[src/rtl/cnn_layer_scheduler.sv]
// cnn_layer_scheduler
// Walks a small descriptor table (one config word and one base-address word
// per layer) on a single run command. For each layer it presents the config,
// lets it settle, pulses start and waits for the layer FSM's end-of-frame.
//
// Ports
//   HCLK, HRESETn            clock, asynchronous active-low reset
//   i_desc_we/idx/cfg/base   descriptor table write port (dropped while busy)
//   i_num_layers             layer count, sampled when a run is accepted
//   i_run, i_abort           run / abort request pulses
//   i_end_frame              layer-done pulse from the layer FSM
//   o_layer_cfg, o_base_addr current layer descriptor (registered)
//   o_layer_idx              index of the current layer
//   o_start, o_done          one-cycle layer start / run done pulses
//   o_busy                   high from an accepted run until done or abort
//   o_err                    sticky flag for a run with an illegal count
module cnn_layer_scheduler #(
    parameter int N_LAYER    = 3,
    parameter int W_CFG      = 16,
    parameter int W_BASE     = 32,
    parameter int SETTLE_CYC = 2
) (
    input  logic              HCLK,
    input  logic              HRESETn,
    input  logic              i_desc_we,
    input  logic [3:0]        i_desc_idx,
    input  logic [W_CFG-1:0]  i_desc_cfg,
    input  logic [W_BASE-1:0] i_desc_base,
    input  logic [3:0]        i_num_layers,
    input  logic              i_run,
    input  logic              i_abort,
    input  logic              i_end_frame,
    output logic [W_CFG-1:0]  o_layer_cfg,
    output logic [W_BASE-1:0] o_base_addr,
    output logic [3:0]        o_layer_idx,
    output logic              o_start,
    output logic              o_busy,
    output logic              o_done,
    output logic              o_err
);

    localparam int IDX_W = (N_LAYER > 1) ? $clog2(N_LAYER) : 1;
    localparam int CNT_W = (SETTLE_CYC > 1) ? $clog2(SETTLE_CYC) : 1;
    localparam logic [3:0]       N_LAYER_4   = 4'(N_LAYER);
    localparam logic [CNT_W-1:0] SETTLE_LAST = CNT_W'(SETTLE_CYC - 1);

    typedef enum logic [1:0] {
        ST_IDLE   = 2'd0,
        ST_LOAD   = 2'd1,
        ST_SETTLE = 2'd2,
        ST_WAIT   = 2'd3
    } state_e;

    state_e             state_q;
    logic [W_CFG-1:0]   cfg_tbl_q  [N_LAYER];
    logic [W_BASE-1:0]  base_tbl_q [N_LAYER];
    logic [3:0]         count_q;
    logic [3:0]         idx_q;
    logic [CNT_W-1:0]   settle_q;
    logic [W_CFG-1:0]   layer_cfg_q;
    logic [W_BASE-1:0]  base_addr_q;
    logic [3:0]         layer_idx_q;
    logic               start_q;
    logic               busy_q;
    logic               done_q;
    logic               err_q;

    logic               desc_wr_en;
    logic               run_legal;
    logic [IDX_W-1:0]   wr_sel;
    logic [IDX_W-1:0]   rd_sel;

    // The table may only change while no run is reading it.
    assign desc_wr_en = i_desc_we && !busy_q && (i_desc_idx < N_LAYER_4);
    assign run_legal  = (i_num_layers != 4'd0) && (i_num_layers <= N_LAYER_4);
    // Both indices are range-limited to < N_LAYER, so the low bits suffice.
    assign wr_sel     = i_desc_idx[IDX_W-1:0];
    assign rd_sel     = idx_q[IDX_W-1:0];

    // Descriptor table storage, cleared by reset.
    always_ff @(posedge HCLK or negedge HRESETn) begin
        if (!HRESETn) begin
            for (int i = 0; i < N_LAYER; i++) begin
                cfg_tbl_q[i]  <= '0;
                base_tbl_q[i] <= '0;
            end
        end else if (desc_wr_en) begin
            cfg_tbl_q[wr_sel]  <= i_desc_cfg;
            base_tbl_q[wr_sel] <= i_desc_base;
        end else begin
            for (int i = 0; i < N_LAYER; i++) begin
                cfg_tbl_q[i]  <= cfg_tbl_q[i];
                base_tbl_q[i] <= base_tbl_q[i];
            end
        end
    end

    // Layer sequencing FSM with all outputs registered.
    always_ff @(posedge HCLK or negedge HRESETn) begin
        if (!HRESETn) begin
            state_q     <= ST_IDLE;
            count_q     <= 4'd0;
            idx_q       <= 4'd0;
            settle_q    <= '0;
            layer_cfg_q <= '0;
            base_addr_q <= '0;
            layer_idx_q <= 4'd0;
            start_q     <= 1'b0;
            busy_q      <= 1'b0;
            done_q      <= 1'b0;
            err_q       <= 1'b0;
        end else begin
            // Pulses default low; start/done are raised for one cycle only.
            start_q <= 1'b0;
            done_q  <= 1'b0;
            if (i_abort) begin
                // Descriptor outputs deliberately hold their last values.
                state_q <= ST_IDLE;
                busy_q  <= 1'b0;
            end else begin
                case (state_q)
                    ST_IDLE: begin
                        if (i_run) begin
                            if (run_legal) begin
                                count_q <= i_num_layers;
                                idx_q   <= 4'd0;
                                busy_q  <= 1'b1;
                                err_q   <= 1'b0;
                                state_q <= ST_LOAD;
                            end else begin
                                err_q   <= 1'b1;
                            end
                        end
                    end
                    ST_LOAD: begin
                        layer_cfg_q <= cfg_tbl_q[rd_sel];
                        base_addr_q <= base_tbl_q[rd_sel];
                        layer_idx_q <= idx_q;
                        settle_q    <= '0;
                        state_q     <= ST_SETTLE;
                    end
                    ST_SETTLE: begin
                        if (settle_q == SETTLE_LAST) begin
                            start_q <= 1'b1;
                            state_q <= ST_WAIT;
                        end else begin
                            settle_q <= settle_q + CNT_W'(1);
                        end
                    end
                    ST_WAIT: begin
                        // An end-of-frame coinciding with our own start pulse
                        // cannot belong to this layer, so it is ignored.
                        if (i_end_frame && !start_q) begin
                            if (idx_q == (count_q - 4'd1)) begin
                                done_q  <= 1'b1;
                                busy_q  <= 1'b0;
                                state_q <= ST_IDLE;
                            end else begin
                                idx_q   <= idx_q + 4'd1;
                                state_q <= ST_LOAD;
                            end
                        end
                    end
                    default: begin
                        state_q <= ST_IDLE;
                        busy_q  <= 1'b0;
                    end
                endcase
            end
        end
    end

    assign o_layer_cfg = layer_cfg_q;
    assign o_base_addr = base_addr_q;
    assign o_layer_idx = layer_idx_q;
    assign o_start     = start_q;
    assign o_busy      = busy_q;
    assign o_done      = done_q;
    assign o_err       = err_q;

endmodule

[config.mk]
export PLATFORM = sky130hd
export DESIGN_NAME = cnn_layer_scheduler
export DESIGN_NICKNAME = d
export VERILOG_FILES = /design/src/rtl/cnn_layer_scheduler.sv
export SDC_FILE = /design/constraint.sdc
export NUM_CORES = 1
export LEC_CHECK = 0
export ABC_CLOCK_PERIOD_IN_PS = 5190
export CAP_MARGIN = 10
export CELL_PAD_IN_SITES_DETAIL_PLACEMENT = 0
export CELL_PAD_IN_SITES_GLOBAL_PLACEMENT = 1
export CORE_MARGIN = 3
export CORE_UTILIZATION = 48
export CTS_CLUSTER_DIAMETER = 150
export DETAILED_ROUTE_END_ITERATION = 8
export HOLD_SLACK_MARGIN = 0.03
export PLACE_DENSITY = 0.92
export SYNTH_ARGS = -nofsm -noshare
export SYNTH_HDL_FRONTEND = slang
export SYNTH_SLANG_ARGS = --single-unit
export TNS_END_PERCENT = 100
[constraint.sdc]
create_clock -name HCLK -period 5.19 [get_ports HCLK]
set_clock_uncertainty 0.1 [all_clocks]
set_input_delay 1.2975 -clock HCLK [delete_from_list [all_inputs] [get_ports HCLK]]
set_output_delay 1.2975 -clock HCLK [all_outputs]
set_load 0.1 [all_outputs]
==> reports/results.md <==
| Quantity | This run |
|:---|:---|
| Sequential fraction of the synthesis area | 58.0% |
| Slowest cell on crit path | clkdlybuf4s50_1 |
| Initial core utilization | 49.8% |
| Hold WS | 0.377 ns |
| I/O pin cnt | 118 |
| Setup slack, reg-to-reg | 2.67 ns |
| Number of max-slew violations in the final report | 0 |
| Largest incremental delay on the critical path | 1.16 ns |
| Worst-path cell chain | clkdlybuf4s50_1 |
| Synthesized netlist net count | 792 |
| Category of the worst setup path launch point | register |
| Area of the multi-input gates | 3610 µm² |
| Post-Synthesis Cell Area | 9110 µm² |
| Syn Area/Cell | 12.6 µm² |
| Die extent in y | 144 µm |
| Number of port buffers | 117 |
| Last weighted congestion value of the routability-driven placer | 0.780 |
| P&R area growth vs syn | 22.6% |
| Final Cell Area | 11200 µm² |
| Reg-to-reg critical path endpoint | o_base_addr[8] |
| Cell Rows | 49 |
| Number of antenna repair diodes | 0 |
| Horizontal die dimension | 144 µm |
| HP Class | reg2reg |
| Remaining global-route overflow | 0 |
| Max Fclk | 290 MHz |
| Setup total negative slack | 0 ns |
| Maximum root-to-sink buffer count | 3 |
| Maximum capacitance violations | 0 |
| Most frequent standard cell in the layout excluding fill and tap cells | dfrtp_1 |
| Num CTS Buffers | 23 |
| Category of the critical setup timing path | reg2out |
| Hold depth | 2 |
| Post-cts hold buffer count | 0 |
| Count of final setup violators | 0 |
| Flip-flop and latch area | 5290 µm² |
| Data arrival time of the worst path | 2.05 ns |
| Period minus WS final | 3.45 ns |
| Placed cell areas | 10400 µm² |
| Share of final-layout standard cells stronger than drive strength 1 | 21.0% |
| Worst EP required | 3.79 ns |
| Normalized max-slew margin | 26.8% |
| Number of detailed-routing iterations run before antenna repair | 4 |
| Filler cell count | 1514 |
| Worst VDD drop | 0.395 mV |
| Per-cell routed wire length | 17.4 µm |
| First DRT Iteration DRCs | 303 |
| Final hold violations | 0 |
| Count of unique library cells instantiated by Yosys | 39 |
| DR vias | 5742 |
| Residual DRC count | 0 |
| Maximum fanout count along the critical path | 4 |
| Transition time at the pin with the least slew margin | 1.08 ns |
| CTS clock-pin slew for the worst setup and hold paths | 0.06 ns |
| TritonCTS clock tree | done |
| Number of synthesis warnings | 0 |
| Wire length of the first global-routing pass | 31200 µm |
| Via count of the first global-routing pass | 6153 |
| Pin count of the biggest net entering global routing | 116 |
| Number of antenna violations at the first check in global routing | 0 |
| Half-perimeter wire length after placement | 11200 µm |
| Endpoint of the worst hold-timing path | o_layer_cfg[5] |
| Post CTS Setup Buffer Count | 0 |
| Top library cells by usage in the layout, fill and taps aside | dfrtp_1 (209), clkdlybuf4s50_1 (116), mux2_2 (108) |
| Gate family responsible for the most delay along the worst path | buffers and inverters |
| CTS-repair resized insts | 0 |
| Wirelength, routed | 18700 µm |
| Deepest level of the CTS H-tree | 1 |
| Length in cells of the worst reg-to-reg path | 4 |
| Antenna violation net count after detailed routing | 0 |
| Total of flip-flops plus latches after synthesis | 211 |
| Worst Hold Launch | o_layer_cfg[5] |
| WP buf/inv | 1 |
| Setup repair after global routing missed its margin | false |
| Clock latency on the worst-skew pair | 0.49 ns |
| Mapped Cells | 723 |
| Reg-to-reg critical path startpoint | idx_q[0] |
| Detailed-route vias per instance | 5.36 |
| Root buffer cell | clkbuf_16 |
| Clock Sink Count | 211 |
| GRT Util Overall | 18.6% |
| Result of the run | completed |
| Power per cell area | 614 nW/µm² |
| Core Footprint | 18300 µm² |
| Design Power | 0.00685 W |
| Die area | 20700 µm² |
| Utilization of the core after routing | 61.1% |
| Number of nets in the final layout | 897 |
| Leakage power summed over all cells | 4.94 nW |
| Endpoint kind of the worst setup timing path | output port |
| Final period utilization | 66.4% |
==> per-stage QoR <==
stage	cells	setup slack, ns
floorplan	723	2.25
global placement	1032	1.47
detailed placement	1032	1.40
CTS	1071	1.71
global route	1071	1.69
finish	1071	1.74
==> power breakdown <==
| part | internal (W) | total, W | switching [W] | leakage, nW |
|---|---|---|---|---|
| combinational | 0.000862 | 0.00276 | 0.00189 | 1.93 |
| sequential | 0.00222 | 0.00254 | 0.000319 | 2.65 |
| clock | 0.000935 | 0.00156 | 0.000623 | 0.353 |
| total | 0.00402 | 0.00685 | 0.00284 | 4.94 |
==> how the worst max path moves through the flow <==
stage               slack (ns)        endpoint  depth (start not counted)           start
CTS                       1.71  o_base_addr[5]                          1  o_base_addr[5]
detailed placement        1.40    cfg_tbl_q[6]                          5   i_desc_idx[3]
global placement          1.47  base_tbl_q[56]                          5   i_desc_idx[3]
floorplan                 2.25  base_tbl_q[58]                          5   i_desc_idx[3]
finish                    1.74          o_busy                          1          o_busy
global route              1.69          o_busy                          1          o_busy
==> tightest hold or removal path: cells and delay by family (launching register included) <==
kind	cells	cell delay, ns
flops	1	0.33
simple gates	1	0.05
compound gates	1	0.06
==> cells by family after synthesis <==
kind of cell             count (synthesis)  synth area share (%)
adder cells (fa/ha/maj)                  7                 0.962
AND/OR/NAND/NOR                        137                  6.53
AO/OA/AOI/OAI                          113                  6.55
buffers and inverters                   51                  2.78
multiplexers                           198                  24.6
flip-flops                             211                  58.0
XOR/XNOR                                 6                 0.577
==> synthesized netlist by cell type (all sizes together) <==
library cell / number / area [µm²]
dfrtp: 211 / 5280
mux2: 148 / 1740
nand2: 58 / 218
nor2: 55 / 206
o21ai: 53 / 265
a21oi: 50 / 250
mux2i: 50 / 500
buf: 25 / 155
clkbuf: 18 / 67.6
inv: 8 / 30.0
ha: 7 / 87.6
nor2b: 4 / 25.0
xor2: 4 / 35.0
a221oi: 3 / 26.3
nand2b: 3 / 18.8
nand3: 3 / 15.0
nor3: 3 / 20.0
a21o: 2 / 15.0
and3: 2 / 12.5
nand4: 2 / 12.5
nor3b: 2 / 20.0
xnor2: 2 / 17.5
a21boi: 1 / 7.51
a22o: 1 / 8.76
a31o: 1 / 8.76
a31oi: 1 / 6.26
and2: 1 / 6.26
nand4bb: 1 / 11.3
nor4: 1 / 6.26
nor4b: 1 / 8.76
o221ai: 1 / 8.76
or4b: 1 / 13.8
==> sequential cells by signal, summed over array words and instances, names as in the netlist <==
signal,count
base_tbl_q,96
cfg_tbl_q,48
count_q,4
idx_q,4
o_base_addr,32
o_busy,1
o_done,1
o_err,1
o_layer_cfg,16
o_layer_idx,4
o_start,1
settle_q,1
state_q,2
==> cell type report <==
class                           count  share of cell area, %
Sequential cell                   211                   47.3
Multi-Input combinational cell    461                   32.3
Timing Repair Buffer              123                   11.0
Clock buffer                       34                   5.97
Tap cell                          229                   2.57
Clock inverter                      5                  0.504
Inverter                            8                  0.269
==> metal layers <==
metal  vias to the layer above  part of all wire (%)  GRT usage (%)
met4                         0                   1.8           3.96
met2                       104                    47           30.6
met1                      2883                    48           26.3
met5                         -                     0              0
li1                       2730                     -              -
met3                        25                   3.8           3.16
Note: power is estimated with default switching activity, not from simulation.
